$ cat config.mk
export PLATFORM = sky130hd
export DESIGN_NAME = wb_bank_arbiter
export DESIGN_NICKNAME = d
export VERILOG_FILES = /design/src/rtl/wb_bank_arb_pkg.sv /design/src/rtl/wb_bank_arb_port.sv /design/src/rtl/wb_bank_arbiter.sv
export SDC_FILE = /design/constraint.sdc
export NUM_CORES = 1
export LEC_CHECK = 0
export ABC_CLOCK_PERIOD_IN_PS = 7100
export CELL_PAD_IN_SITES_DETAIL_PLACEMENT = 2
export CELL_PAD_IN_SITES_GLOBAL_PLACEMENT = 2
export CORE_ASPECT_RATIO = 1.2
export CORE_UTILIZATION = 17
export DETAILED_ROUTE_END_ITERATION = 8
export GPL_ROUTABILITY_DRIVEN = 0
export HOLD_SLACK_MARGIN = 0.08
export PLACE_DENSITY_LB_ADDON = 0.08
export SLEW_MARGIN = 20
export SYNTH_ARGS = -nofsm -noshare
export SYNTH_HDL_FRONTEND = slang
export SYNTH_SLANG_ARGS = --single-unit
$ cat constraint.sdc
create_clock -name clk -period 7.1 [get_ports clk]
set_input_delay 2.13 -clock clk [delete_from_list [all_inputs] [get_ports clk]]
set_output_delay 2.13 -clock clk [all_outputs]
set_load 0.01 [all_outputs]
$ cat src/rtl/wb_bank_arb_pkg.sv
// Shared types, default widths and address-decode helpers for wb_bank_arbiter.
package wb_bank_arb_pkg;

  localparam int unsigned DataWDef      = 32;
  localparam int unsigned AddrWDef      = 32;
  localparam int unsigned BankAwDef     = 8;
  localparam int unsigned BankSelBitDef = 10;

  typedef enum logic [1:0] {IDLE, RD, ACK} port_state_t;

  // Names the port that wins the next same-bank conflict.
  typedef enum logic {PortA = 1'b0, PortB = 1'b1} port_id_t;

  // Bank index of a byte address (address zero-extended to 64 bits by the caller).
  function automatic logic bank_of(input logic [63:0] addr, input int unsigned sel_bit);
    return addr[sel_bit[5:0]];
  endfunction

  // Any address bit above the bank-select bit is outside the two banks.
  function automatic logic out_of_range(input logic [63:0] addr, input int unsigned sel_bit);
    return (addr >> (sel_bit + 1)) != 64'd0;
  endfunction

endpackage

$ cat src/rtl/wb_bank_arb_port.sv
// Per-port access sequencer: IDLE -> RD -> ACK, read-data capture and ack/err pulse.
// The err path only ever fires when the top level reports out-of-range requests
// (WB_BANK_ARB_ERR_EN); otherwise oor_i is held low and err_o stays 0.
module wb_bank_arb_port
  import wb_bank_arb_pkg::*;
#(
  parameter int unsigned DATA_W = DataWDef
) (
  input  logic              clk,
  input  logic              rst,
  input  logic              gnt_i,
  input  logic              bank_i,
  input  logic              oor_i,
  input  logic [DATA_W-1:0] b0_do_i,
  input  logic [DATA_W-1:0] b1_do_i,
  output logic              idle_o,
  output logic              ack_o,
  output logic              err_o,
  output logic [DATA_W-1:0] data_o
);

  port_state_t       state_q, state_d;
  logic              bank_q, bank_d;
  logic              oor_q, oor_d;
  logic              ack_q, ack_d;
  logic              err_q, err_d;
  logic [DATA_W-1:0] data_q, data_d;

  // Next-state: grant launches the access, RD captures bank data, ACK pulses completion.
  always_comb begin
    state_d = state_q;
    bank_d  = bank_q;
    oor_d   = oor_q;
    data_d  = data_q;
    ack_d   = 1'b0;
    err_d   = 1'b0;
    unique case (state_q)
      IDLE: begin
        if (gnt_i) begin
          state_d = RD;
          bank_d  = bank_i;
          oor_d   = oor_i;
        end
      end
      RD: begin
        state_d = ACK;
        data_d  = oor_q ? '0 : (bank_q ? b1_do_i : b0_do_i);
        ack_d   = ~oor_q;
        err_d   = oor_q;
      end
      ACK: state_d = IDLE;
      default: state_d = IDLE;
    endcase
  end

  // State and registered outputs; reset drops any in-flight access without an ack.
  always_ff @(posedge clk) begin
    if (rst) begin
      state_q <= IDLE;
      bank_q  <= 1'b0;
      oor_q   <= 1'b0;
      data_q  <= '0;
      ack_q   <= 1'b0;
      err_q   <= 1'b0;
    end else begin
      state_q <= state_d;
      bank_q  <= bank_d;
      oor_q   <= oor_d;
      data_q  <= data_d;
      ack_q   <= ack_d;
      err_q   <= err_d;
    end
  end

  assign idle_o = (state_q == IDLE);
  assign ack_o  = ack_q;
  assign err_o  = err_q;
  assign data_o = data_q;

endmodule

$ cat src/rtl/wb_bank_arbiter.sv
// Two Wishbone classic slave ports sharing two single-port SRAM banks.
// Different-bank requests run in parallel; same-bank requests are arbitrated
// round-robin per bank. Define WB_BANK_ARB_ERR_EN to error out-of-range addresses
// instead of letting them alias.
module wb_bank_arbiter
  import wb_bank_arb_pkg::*;
#(
  parameter int unsigned DATA_W       = DataWDef,
  parameter int unsigned ADDR_W       = AddrWDef,
  parameter int unsigned BANK_AW      = BankAwDef,
  parameter int unsigned BANK_SEL_BIT = BankSelBitDef
) (
  input  logic                clk,
  input  logic                rst,
  input  logic [ADDR_W-1:0]   pa_wb_addr_i,
  input  logic [DATA_W-1:0]   pa_wb_data_i,
  input  logic [DATA_W/8-1:0] pa_wb_sel_i,
  input  logic                pa_wb_we_i,
  input  logic                pa_wb_stb_i,
  input  logic                pa_wb_cyc_i,
  output logic [DATA_W-1:0]   pa_wb_data_o,
  output logic                pa_wb_ack_o,
  output logic                pa_wb_stall_o,
  output logic                pa_wb_err_o,
  input  logic [ADDR_W-1:0]   pb_wb_addr_i,
  input  logic [DATA_W-1:0]   pb_wb_data_i,
  input  logic [DATA_W/8-1:0] pb_wb_sel_i,
  input  logic                pb_wb_we_i,
  input  logic                pb_wb_stb_i,
  input  logic                pb_wb_cyc_i,
  output logic [DATA_W-1:0]   pb_wb_data_o,
  output logic                pb_wb_ack_o,
  output logic                pb_wb_stall_o,
  output logic                pb_wb_err_o,
  output logic                b0_en_o,
  output logic [DATA_W/8-1:0] b0_we_o,
  output logic [BANK_AW-1:0]  b0_addr_o,
  output logic [DATA_W-1:0]   b0_di_o,
  input  logic [DATA_W-1:0]   b0_do_i,
  output logic                b1_en_o,
  output logic [DATA_W/8-1:0] b1_we_o,
  output logic [BANK_AW-1:0]  b1_addr_o,
  output logic [DATA_W-1:0]   b1_di_o,
  input  logic [DATA_W-1:0]   b1_do_i
);

  logic               idle_a, idle_b;
  logic               req_a, req_b;
  logic               bank_a, bank_b;
  logic               oor_a, oor_b;
  logic               a_b0, a_b1, b_b0, b_b1;
  logic               gnt_a0, gnt_a1, gnt_b0, gnt_b1;
  logic               gnt_a, gnt_b;
  port_id_t           prio0_q, prio0_d, prio1_q, prio1_d;
  logic [BANK_AW-1:0] waddr_a, waddr_b;
  logic               unused_addr;

  // Only the word index, bank bit and (optionally) the range bits are decoded.
  assign unused_addr = ^{pa_wb_addr_i, pb_wb_addr_i};

  assign waddr_a = pa_wb_addr_i[BANK_AW+1:2];
  assign waddr_b = pb_wb_addr_i[BANK_AW+1:2];
  assign bank_a  = bank_of(64'(pa_wb_addr_i), BANK_SEL_BIT);
  assign bank_b  = bank_of(64'(pb_wb_addr_i), BANK_SEL_BIT);

`ifdef WB_BANK_ARB_ERR_EN
  assign oor_a = out_of_range(64'(pa_wb_addr_i), BANK_SEL_BIT);
  assign oor_b = out_of_range(64'(pb_wb_addr_i), BANK_SEL_BIT);
`else
  assign oor_a = 1'b0;
  assign oor_b = 1'b0;
`endif

  // Requests are masked during reset so nothing is granted or stalled then.
  assign req_a = pa_wb_cyc_i & pa_wb_stb_i & idle_a & ~rst;
  assign req_b = pb_wb_cyc_i & pb_wb_stb_i & idle_b & ~rst;

  // Out-of-range requests never compete for a bank.
  assign a_b0 = req_a & ~oor_a & ~bank_a;
  assign a_b1 = req_a & ~oor_a &  bank_a;
  assign b_b0 = req_b & ~oor_b & ~bank_b;
  assign b_b1 = req_b & ~oor_b &  bank_b;

  // Per-bank grant; on conflict the flagged port wins and the flag passes to the loser.
  always_comb begin
    gnt_a0  = a_b0 & (~b_b0 | (prio0_q == PortA));
    gnt_b0  = b_b0 & (~a_b0 | (prio0_q == PortB));
    gnt_a1  = a_b1 & (~b_b1 | (prio1_q == PortA));
    gnt_b1  = b_b1 & (~a_b1 | (prio1_q == PortB));
    prio0_d = prio0_q;
    prio1_d = prio1_q;
    if (a_b0 && b_b0) prio0_d = gnt_a0 ? PortB : PortA;
    if (a_b1 && b_b1) prio1_d = gnt_a1 ? PortB : PortA;
  end

  assign gnt_a = gnt_a0 | gnt_a1 | (req_a & oor_a);
  assign gnt_b = gnt_b0 | gnt_b1 | (req_b & oor_b);

  assign pa_wb_stall_o = req_a & ~gnt_a;
  assign pb_wb_stall_o = req_b & ~gnt_b;

  // Round-robin flags, both favouring port A out of reset.
  always_ff @(posedge clk) begin
    if (rst) begin
      prio0_q <= PortA;
      prio1_q <= PortA;
    end else begin
      prio0_q <= prio0_d;
      prio1_q <= prio1_d;
    end
  end

  // Bank-side muxing: the granted port drives the bank in its grant cycle only.
  always_comb begin
    b0_en_o   = gnt_a0 | gnt_b0;
    b0_we_o   = '0;
    b0_addr_o = '0;
    b0_di_o   = '0;
    b1_en_o   = gnt_a1 | gnt_b1;
    b1_we_o   = '0;
    b1_addr_o = '0;
    b1_di_o   = '0;
    if (gnt_a0) begin
      b0_we_o   = pa_wb_we_i ? pa_wb_sel_i : '0;
      b0_addr_o = waddr_a;
      b0_di_o   = pa_wb_data_i;
    end else if (gnt_b0) begin
      b0_we_o   = pb_wb_we_i ? pb_wb_sel_i : '0;
      b0_addr_o = waddr_b;
      b0_di_o   = pb_wb_data_i;
    end
    if (gnt_a1) begin
      b1_we_o   = pa_wb_we_i ? pa_wb_sel_i : '0;
      b1_addr_o = waddr_a;
      b1_di_o   = pa_wb_data_i;
    end else if (gnt_b1) begin
      b1_we_o   = pb_wb_we_i ? pb_wb_sel_i : '0;
      b1_addr_o = waddr_b;
      b1_di_o   = pb_wb_data_i;
    end
  end

  wb_bank_arb_port #(
    .DATA_W(DATA_W)
  ) u_port_a (
    .clk    (clk),
    .rst    (rst),
    .gnt_i  (gnt_a),
    .bank_i (bank_a),
    .oor_i  (oor_a),
    .b0_do_i(b0_do_i),
    .b1_do_i(b1_do_i),
    .idle_o (idle_a),
    .ack_o  (pa_wb_ack_o),
    .err_o  (pa_wb_err_o),
    .data_o (pa_wb_data_o)
  );

  wb_bank_arb_port #(
    .DATA_W(DATA_W)
  ) u_port_b (
    .clk    (clk),
    .rst    (rst),
    .gnt_i  (gnt_b),
    .bank_i (bank_b),
    .oor_i  (oor_b),
    .b0_do_i(b0_do_i),
    .b1_do_i(b1_do_i),
    .idle_o (idle_b),
    .ack_o  (pb_wb_ack_o),
    .err_o  (pb_wb_err_o),
    .data_o (pb_wb_data_o)
  );

endmodule

==> results by group <==
Run status
  – Status: finished, final reports clean

GRT
  – Total GRT Usage: 0.1686
  – Total grt overflow: 0
  – Vias in the first global route: 5433
  – First-pass GRT wire length: 33050 um
  – Initial antenna violation count: 7
  – Pin count of the biggest net entering global routing: 73

Power and ir drop
  – PD cells: 157.6 mW/mm^2
  – Total power: 0.001258 W
  – Clk network pwr share: 0.382
  – Leakage power figure: 2.651 nW
  – Comb power frac: 0.258
  – Power share of the sequential group: 0.360
  – Int Pwr: 0.0009210 W
  – Psw: 0.0003370 W
  – Net Sw Frac: 0.2679
  – Worst IR drop on VDD: 0.0001185 V

Drt
  – DR pass1 iterations: 4
  – WL met1: 8436 um
  – Starting DRT DRC Count: 109
  – Post-DR vias/cell: 4.636
  – Top sig layer: met5
  – Routed wire per std cell: 20.34 um
  – Final WL: 21840 um
  – Met2 routed WL: 11190 um
  – ANT nets after route: 0
  – DRC violations left: 0
  – WL met3: 1815 um
  – Via count: 4979

Critical path
  – CP arrival: 4.45 ns
  – Setup CP Type: in2out
  – FF-to-FF setup slack: 5.33 ns
  – Worst EP required: 4.97 ns
  – Crit. End Element: output pin
  – Worst Setup Start Kind: primary input
  – Max FO, Critical Path: 7

STA
  – Tmin final: 6.582 ns
  – Worst-Margin Slew: 0.8895 ns
  – Slew headroom: 0.4070
  – Highest clock rate: 151.9 MHz
  – # setup viols final: 0
  – Final hold violations: 0
  – RSZ-0062 raised after global routing: no
  – Clk_skew: 0.009890 ns
  – Post-route setup TNS: 0 ns
  – Slew Limit Fails: 0
  – Crit share post-route: 0.9271

Clock tree
  – Reg clk slew, reported paths: 0.06 ns
  – CTS root buf: clkbuf_16
  – CTS buffer count: 9
  – Clock latency on the worst-skew pair: 0.34 ns
  – Clock buffer depth: 2
  – Clock sinks: 74
  – Hold_buf cts: 0
  – PostCTS Resize Cnt: 0
  – Setup Fix Bufs, Post-CTS: 0
  – CTS tree: built
  – CTS H-Tree Depth: 3

Floorplanning
  – DIE WIDTH: 145.8 um
  – Core area: 0.02413 mm^2
  – Ports: 368
  – Die Y-Extent: 174.6 um
  – Initial Util: 0.1749
  – Die ar.: 0.02546 mm^2
  – Std cell rows: 62

Hold path
  – Worst Hold Class: reg2reg

Logic synthesis
  – YS warnings: 0
  – Synth cell types: 36
  – Post-synthesis sequential area ratio: 0.3510
  – EDFF count, synth: 0
  – Synth Area per Inst: 9.316 um^2
  – Post-synthesis register bit count: 74
  – Top_reg_cell synth: dfxtp_1
  – Ys async rst share: 0
  – Mapped cell area: 0.004220 mm^2
  – Post-Syn Instances: 453

Placed design
  – IO buf count: 319
  – DP HPWL: 16530 um

Finish
  – Layout cells sized above 1: 0.05207
  – Area Overhead vs Synth: 89.15%
  – Nets: 952

Flow run
  – Max Cap Viol: 0
[state kept, by name, indices dropped and copies added (netlist names)]
signal	flops
u_port_a.data_o	32
u_port_a.ack_o	1
u_port_b.state_q	2
prio0_q	1
u_port_b.bank_q	1
u_port_b.data_o	32
u_port_b.ack_o	1
u_port_a.state_q	2
prio1_q	1
u_port_a.bank_q	1
[metal layers]
metal / vias up / track usage
li1: 2330 / -
met1: 2410 / 0.1783
met2: 214 / 0.3076
met3: 21 / 0.06110
met4: 4 / 0.05526
met5: - / 0
[power by group through the flow]
stage               Combinational (W)  Clock (W)  Sequential (W)
floorplan                    0.000108          0        0.000471
global placement             0.000320          0        0.000461
CTS                          0.000330   0.000502        0.000453
global route                 0.000348   0.000522        0.000456
detailed placement           0.000329          0        0.000462
finish                       0.000324   0.000481        0.000453
[cell usage after synthesis (2+ instances only)]
cell type | n | share of area
or3_1 | 2 | 0.0030
nor2b_1 | 6 | 0.0089
a21o_1 | 2 | 0.0036
buf_6 | 9 | 0.024
a21oi_2 | 2 | 0.0042
buf_1 | 9 | 0.0080
o21ai_0 | 3 | 0.0036
buf_4 | 2 | 0.0036
buf_2 | 18 | 0.021
a22o_1 | 80 | 0.17
nand2_1 | 12 | 0.011
inv_1 | 2 | 0.0018
clkbuf_1 | 11 | 0.0098
dfxtp_1 | 74 | 0.35
nor3_1 | 2 | 0.0024
nor2_1 | 64 | 0.057
o22ai_1 | 8 | 0.012
mux2i_1 | 64 | 0.15
a211oi_1 | 65 | 0.12
a21oi_1 | 2 | 0.0024
[logic make-up (layout without fill, tap and decap cells)]
| family | Yosys count | in the layout | synth area share |
|---|---|---|---|
| AO/OA/AOI/OAI | 166 | 166 | 0.3166 |
| AND/OR/NAND/NOR | 97 | 97 | 0.1112 |
| flip-flops | 74 | 74 | 0.3510 |
| multiplexers | 64 | 64 | 0.1518 |
| buffers and inverters | 51 | 346 | 0.06849 |
| other | 1 | 7 | 0.0008886 |
[worst max-delay path, stage by stage]
cell	delay, ns
clkdlybuf4s50_1	0.47
nor3b_4	0.29
nand2_2	0.17
o21ai_0	0.66
o22ai_1	0.20
clkdlybuf4s50_1	0.52
[cell usage in the layout, fill, tap and decap left out, drive strengths merged, types with 3 or more instances in the layout]
| cell | n |
|---|---|
| diode | 5 |
| o22ai | 8 |
| a21oi | 4 |
| dfxtp | 74 |
| a22o | 80 |
| o21ai | 4 |
| clkbuf | 11 |
| clkinvlp | 3 |
| nand2 | 13 |
| nor3 | 3 |
| inv | 3 |
| mux2i | 64 |
| clkdlybuf4s50 | 318 |
| buf | 10 |
| a211oi | 66 |
| nor2b | 6 |
| nor2 | 64 |
[final timing paths]
check,startpoint,end,cells after the start
max,pa_wb_stb_i,b0_we_o[3],6
min,u_port_b.data_o[22]$_SDFFE_PP0N_,u_port_b.data_o[22]$_SDFFE_PP0N_,2
max reg2reg,u_port_a.state_q[1]$_SDFFE_PP0P_,u_port_b.state_q[0]$_SDFFE_PP0P_,4
min reg2reg,u_port_b.data_o[22]$_SDFFE_PP0N_,u_port_b.data_o[22]$_SDFFE_PP0N_,2
[metrics by stage]
stage	hold slack, ns	utilization	worst slack (ns)	cells	cell area, um^2
3_3_place_gp	0.4871	0.3173	0.5739	1053	7656
2_1_floorplan	0.5093	-	1.757	454	4224
5_1_grt	0.5181	0.3307	0.2986	1072	7978
3_5_place_dp	0.4986	0.3173	0.5009	1053	7656
4_1_cts	0.5085	0.3304	0.4755	1069	7970
6_report	0.5008	0.3309	0.5179	1074	7983
[area by class of cell]
class                           instances  area, um^2
Clock buffer                           11       252.7
Clock inverter                          5       61.31
Sequential cell                        74        1484
Antenna cell                            5       12.51
Tap cell                              320       400.4
Fill cell                            2653       16140
Inverter                                2       7.507
Multi-Input combinational cell        329        2484
Timing Repair Buffer                  328        3281
No activity file was read; power rests on OpenSTA's default activity.
